==> src/rtl/cpu_multicycle_if.sv <==
// cpu_multicycle_if: shared instruction/data memory port with a req/ready handshake.
interface cpu_multicycle_if #(
  parameter int DW = 16
);
  logic req;
  logic we;
  logic ready;
  logic [DW-1:0] addr;
  logic [DW-1:0] wdata;
  logic [DW-1:0] rdata;
  modport master(output req, we, addr, wdata, input rdata, ready);
  modport slave(input req, we, addr, wdata, output rdata, ready);
endinterface

==> src/rtl/cpu_multicycle.sv <==
// cpu_multicycle: multicycle core (FETCH/DECODE/EXEC/MEM/WB) on one stallable memory port.
// Defining CPU_HALT_EN turns op 111 into a HALT state that only reset leaves.
module cpu_multicycle #(
  parameter int DW = 16,
  parameter int NREG = 8,
  parameter logic [DW-1:0] RESET_PC = '0
) (
  input  logic clk,
  input  logic reset,
  cpu_multicycle_if.master mem,
  output logic [DW-1:0] pc,
  output logic halted
);
`ifdef CPU_HALT_EN
  typedef enum logic [2:0] {FETCH, DECODE, EXEC, MEM, WB, HALT} state_t;
`else
  typedef enum logic [2:0] {FETCH, DECODE, EXEC, MEM, WB} state_t;
`endif
  state_t state, state_nx, idle_st;
  logic [15:0] ir;
  logic [DW-1:0] a, b, alu_out, mdr, alu_res, imm;
  logic [DW-1:0] rf [NREG];
  logic [2:0] op, rs, rt, rd, funct, wr_sel;
  logic rtype_ok;
  assign {op, rs, rt, rd} = ir[15:4];
  assign funct = ir[2:0];
  assign imm = {{(DW-7){ir[6]}}, ir[6:0]};
  assign rtype_ok = op == 3'b000 && funct <= 3'd4;
  assign wr_sel = op == 3'b000 ? rd : rt;
  assign alu_res = op != 3'b000 ? a + imm :
                   funct == 3'd0 ? a + b :
                   funct == 3'd1 ? a - b :
                   funct == 3'd2 ? a & b :
                   funct == 3'd3 ? a | b : DW'($signed(a) < $signed(b));
`ifdef CPU_HALT_EN
  assign idle_st = op == 3'b111 ? HALT : FETCH;
  assign halted = state == HALT;
`else
  assign idle_st = FETCH;
  assign halted = 1'b0;
`endif
  // Bus outputs are decoded from state and forced idle while reset is held.
  assign mem.req = reset && (state == FETCH || state == MEM);
  assign mem.we = reset && state == MEM && op == 3'b010;
  assign mem.addr = !reset ? '0 : state == FETCH ? pc : state == MEM ? alu_out : '0;
  assign mem.wdata = reset && state == MEM ? b : '0;
  always_comb begin
    state_nx = state;
    case (state)
      FETCH:   state_nx = mem.ready ? DECODE : FETCH;
      DECODE:  state_nx = EXEC;
      EXEC:    state_nx = (rtype_ok || op == 3'b100) ? WB : (op == 3'b001 || op == 3'b010) ? MEM : idle_st;
      MEM:     state_nx = !mem.ready ? MEM : op == 3'b001 ? WB : FETCH;
      WB:      state_nx = FETCH;
      default: state_nx = state;
    endcase
  end
  always_ff @(posedge clk or negedge reset) begin
    if (!reset) begin
      state <= FETCH;
      pc <= RESET_PC;
      ir <= '0;
      a <= '0;
      b <= '0;
      alu_out <= '0;
      mdr <= '0;
      for (int i = 0; i < NREG; i++) rf[i] <= '0;
    end else begin
      state <= state_nx;
      if (state == FETCH && mem.ready) begin
        ir <= mem.rdata[15:0];
        pc <= pc + DW'(1);
      end
      if (state == DECODE) begin
        a <= rf[rs];
        b <= rf[rt];
      end
      if (state == EXEC) begin
        alu_out <= alu_res;
        if (op == 3'b011 && a == b) pc <= pc + imm;
        if (op == 3'b101) pc <= DW'(ir[12:0]);
      end
      if (state == MEM && mem.ready) mdr <= mem.rdata;
      if (state == WB && wr_sel != 3'd0) rf[wr_sel] <= op == 3'b001 ? mdr : alu_out;
    end
  end
endmodule

==> src/flat_wrapper.sv <==
// flat-port wrapper written by rule: the top's interface ports become plain ports
module cpu_multicycle_flat 
#(
  parameter int DW = 16,
  parameter int NREG = 8,
  parameter logic [DW-1:0] RESET_PC = '0
)
  (clk, reset, pc, halted, mem_req, mem_we, mem_addr, mem_wdata, mem_rdata, mem_ready);
  cpu_multicycle_if #(.DW(DW)) mem_i ();
  input  logic clk;
  input  logic reset;
  output logic [DW-1:0] pc;
  output logic halted;
  output wire logic [$bits(mem_i.req)-1:0] mem_req;
  output wire logic [$bits(mem_i.we)-1:0] mem_we;
  output wire logic [$bits(mem_i.addr)-1:0] mem_addr;
  output wire logic [$bits(mem_i.wdata)-1:0] mem_wdata;
  input wire logic [$bits(mem_i.rdata)-1:0] mem_rdata;
  input wire logic [$bits(mem_i.ready)-1:0] mem_ready;
  assign mem_req = mem_i.req;
  assign mem_we = mem_i.we;
  assign mem_addr = mem_i.addr;
  assign mem_wdata = mem_i.wdata;
  assign mem_i.rdata = mem_rdata;
  assign mem_i.ready = mem_ready;
  cpu_multicycle #(.DW(DW), .NREG(NREG), .RESET_PC(RESET_PC)) u_core (.clk(clk), .reset(reset), .mem(mem_i), .pc(pc), .halted(halted));
endmodule
==> config.mk <==
export PLATFORM = sky130hd
export DESIGN_NAME = cpu_multicycle_flat
export DESIGN_NICKNAME = d
export VERILOG_FILES = /design/src/rtl/cpu_multicycle_if.sv /design/src/rtl/cpu_multicycle.sv /design/src/flat_wrapper.sv
export SDC_FILE = /design/constraint.sdc
export NUM_CORES = 1
export LEC_CHECK = 0
export BUFFER_PORTS_ARGS = -buffer_cell sky130_fd_sc_hd__buf_4
export CAP_MARGIN = 20
export CORE_ASPECT_RATIO = 0.6
export CORE_MARGIN = 1.5
export CORE_UTILIZATION = 45
export DETAILED_ROUTE_END_ITERATION = 10
export GPL_TIMING_DRIVEN = 0
export PLACE_DENSITY = 0.68
export SETUP_SLACK_MARGIN = 0.02
export SLEW_MARGIN = 0
export SYNTH_ARGS = -nofsm -noshare
export SYNTH_HDL_FRONTEND = slang
export SYNTH_SLANG_ARGS = --single-unit
==> constraint.sdc <==
create_clock -name clk -period 9.45 [get_ports clk]
set_clock_uncertainty 0.15 [all_clocks]
set_input_delay 0.4725 -clock clk [delete_from_list [all_inputs] [get_ports clk]]
set_output_delay 0.4725 -clock clk [all_outputs]
set_load 0.01 [all_outputs]
==> results.cfg <==
[place]
port_buffers = 68
place_hpwl_um = 40600
place_area_um2 = 15600
globalplace.congestion = 0.973

[synthesis]
synth-edff-count = 0
synth_nets = 1597
yosysSeqAreaShare_pct = 39.2
synth_area_um2 = 14500
synth_common_cells = dfrtp_1 (227), nor2_1 (185), a21oi_1 (175)
synth_xor_area_share_pct = 2.66
yosysWarnings = 0
ys.flop_type = dfrtp_1
synth_top_area_share_pct = 39.2
avgSynthCellArea_um2 = 9.70
synthAdderAreaFrac_pct = 7.37
syn_inst = 1495
async_reset_ff_share_pct = 100
ys_types = 78
synth-seq-cells = 227
synth.area.top_cells = dfrtp_1 (39%), mux4_2 (10%), ha_1 (6.8%)
synth_top_family_by_area = compound AO/OA/AOI/OAI gates
synth_mux_area_share_pct = 15.6
yosysMostFrequentCell = dfrtp_1
synth-simple-area-share_pct = 13.3
synth_compound_area_share_pct = 17.3
synth_top_area_cell = dfrtp_1

[sta]
rsz0062_at_grt = no
tightestPinTransition_ns = 1.20
finalSetupViolCount = 0
fin_tns_setup_ns = 0
maxSlewHeadroom_pct = 18.0
period_needed_ns = 4.19
hold_viol = 0
finalCritPeriodShare_pct = 44.4
slew_viol_final = 0
clock.fmax_mhz = 238

[cts]
clockRootBuffer = clkbuf_16
cts_setup_buffers = 0
cts_resized = 0
cts-htree-levels = 1
cts_tree = done
cts_hold_buf = 2
clock-sinks = 227
clk_pin_slew_ns = 0.06
clockBufferDepth = 3
clk_latency_ns = 0.54
cts_buffers = 23

[worst_setup_path]
endpoint_kind = flip-flop
timing.reg2reg.setup_slack_ns = 5.26
start_kind = flip-flop
cp.arrival_ns = 4.43
worstPathMaxFanout = 9
reg2reg_depth = 11
r2r-end = u_core.pc[15]
timing.rr.start = u_core.a[8]
worstSetupPathType = flip-flop to flip-flop
critPathRequiredTime_ns = 9.69

[die]
coreArea_um2 = 31500
die_w_um = 235
placementRows = 50
die_height_um = 142
pin_count = 70
die-area_um2 = 33400
start_util_pct = 46.1

[pwr]
ir_drop_mv = 0.153
leakage_nw = 7.16
power.density_nw_per_um2 = 433

[worst_hold_path]
hold_start = mem_rdata[1]
worstHoldEndpoint = u_core.ir[1]
hold_class = input port to flip-flop
min_delay_path_depth = 3

[route]
firstDrtPassIters = 6
drt-initial-drc-count = 1645
routed_wirelength_um = 53300
num_vias = 13000
route.detailed.drc = 0
antenna_left = 0
vias_per_cell = 6.38
wl_per_cell_um = 26.2

[grt]
grt_pass1_vias = 12100
grt_antenna_before_repair = 2
grt_use_total_pct = 32.1
grt_max_degree = 119
grt_overflow = 0
grt_pass1_wl_um = 79400

[outcome]
status = finished, final reports clean

[final_layout]
fin_nets = 1699
final_cell_area_um2 = 16500
n_fill_cell = 2870
layout-drive-gt1-share_pct = 14.1
area_delta_synth_final_pct = 13.7

[job]
maxCapViolCount = 0
[worst max-delay path: stages, from the launching register on]
cell and delay (ns):
dfrtp_1 0.58, inv_1 0.09, ha_1 0.29, buf_6 0.14, or3_1 0.43, nor4_4 0.35
nand4_1 0.59, a21oi_2 0.69, o221a_1 0.33, and4_1 0.21, a311o_1 0.12, o31ai_1 0.07
[registers in the layout, summed over array words and instances, names as in the netlist]
register and flops:
u_core.state 3, u_core.ir 16, u_core.a 16, u_core.b 16
u_core.rf 128, u_core.alu_out 16, u_core.mdr 16, u_core.pc 16
[where the power goes]
part           total [mW]  switching (mW)  leakage (nW)  internal [mW]
registers            1.80           0.464          2.90           1.34
clock network        1.04           0.424         0.402          0.613
logic                4.31            2.64          3.86           1.68
total                7.15            3.53          7.16           3.63
[stage by stage]
step	cells	hold slack (ns)	util, %	total power [mW]	worst slack [ns]
5_1_grt	2030	0.0245	52.4	7.55	4.99
2_1_floorplan	1495	0.0269	-	4.52	6.47
6_report	2031	0.0188	52.4	7.15	5.26
3_5_place_dp	1983	0.110	49.6	5.93	5.36
3_3_place_gp	1979	0.306	49.4	5.84	4.22
4_1_cts	2027	0.0127	52.3	6.98	5.27
[cells in the final DEF (no fill, tap or decap), drive strengths merged, types with 13 or more instances in the layout]
master	n
ha	79
o22ai	18
inv	63
buf	98
a22oi	15
xnor2	25
nand2	96
nor2	186
mux2i	50
o21ai	82
xor2	19
nand3	19
a22o	15
nor3	37
dfrtp	227
mux4	65
clkbuf	115
nand2b	13
mux2	27
a21oi	176
[worst max-delay path by stage]
stage	startpoint	to	slack, ns
after floorplan	u_core.b[11]	u_core.pc[15]	6.47
after global placement	reset	mem_addr[9]	4.22
after detailed placement	u_core.a[8]	u_core.pc[15]	5.36
after CTS	reset	mem_addr[9]	5.27
after global routing	u_core.a[8]	u_core.pc[15]	4.99
final	u_core.a[8]	u_core.pc[15]	5.26
[per-layer routing]
layer / wire [um] / vias to the layer above / global-route usage (%)
li1: - / 5629 / -
met1: 24700 / 6440 / 51.1
met2: 20600 / 841 / 42.4
met3: 7300 / 57 / 9.62
met4: 731 / 0 / 5.02
met5: 0 / - / 0
[logic make-up after synthesis]
group | after synthesis
AOI/OAI and AO/OA | 411
xor gates and xnor gates | 44
adders and majority gates | 83
buffers and inverters | 169
DFF | 227
muxes | 142
other | 1
and+or+nand+nor | 418
[cell type report]
cell class	instances	area, um^2	area share, %
multi-input cells	1099	8160	49.5
flip-flops and latches	227	5680	34.4
repair buffers	77	638	3.87
clock buffers	30	632	3.83
well taps	416	520	3.15
plain buffers	108	438	2.65
inverters	61	229	1.39
clock inverters	12	201	1.22
diodes	1	2.50	0.0152
Note: power is estimated with default switching activity, not from simulation.
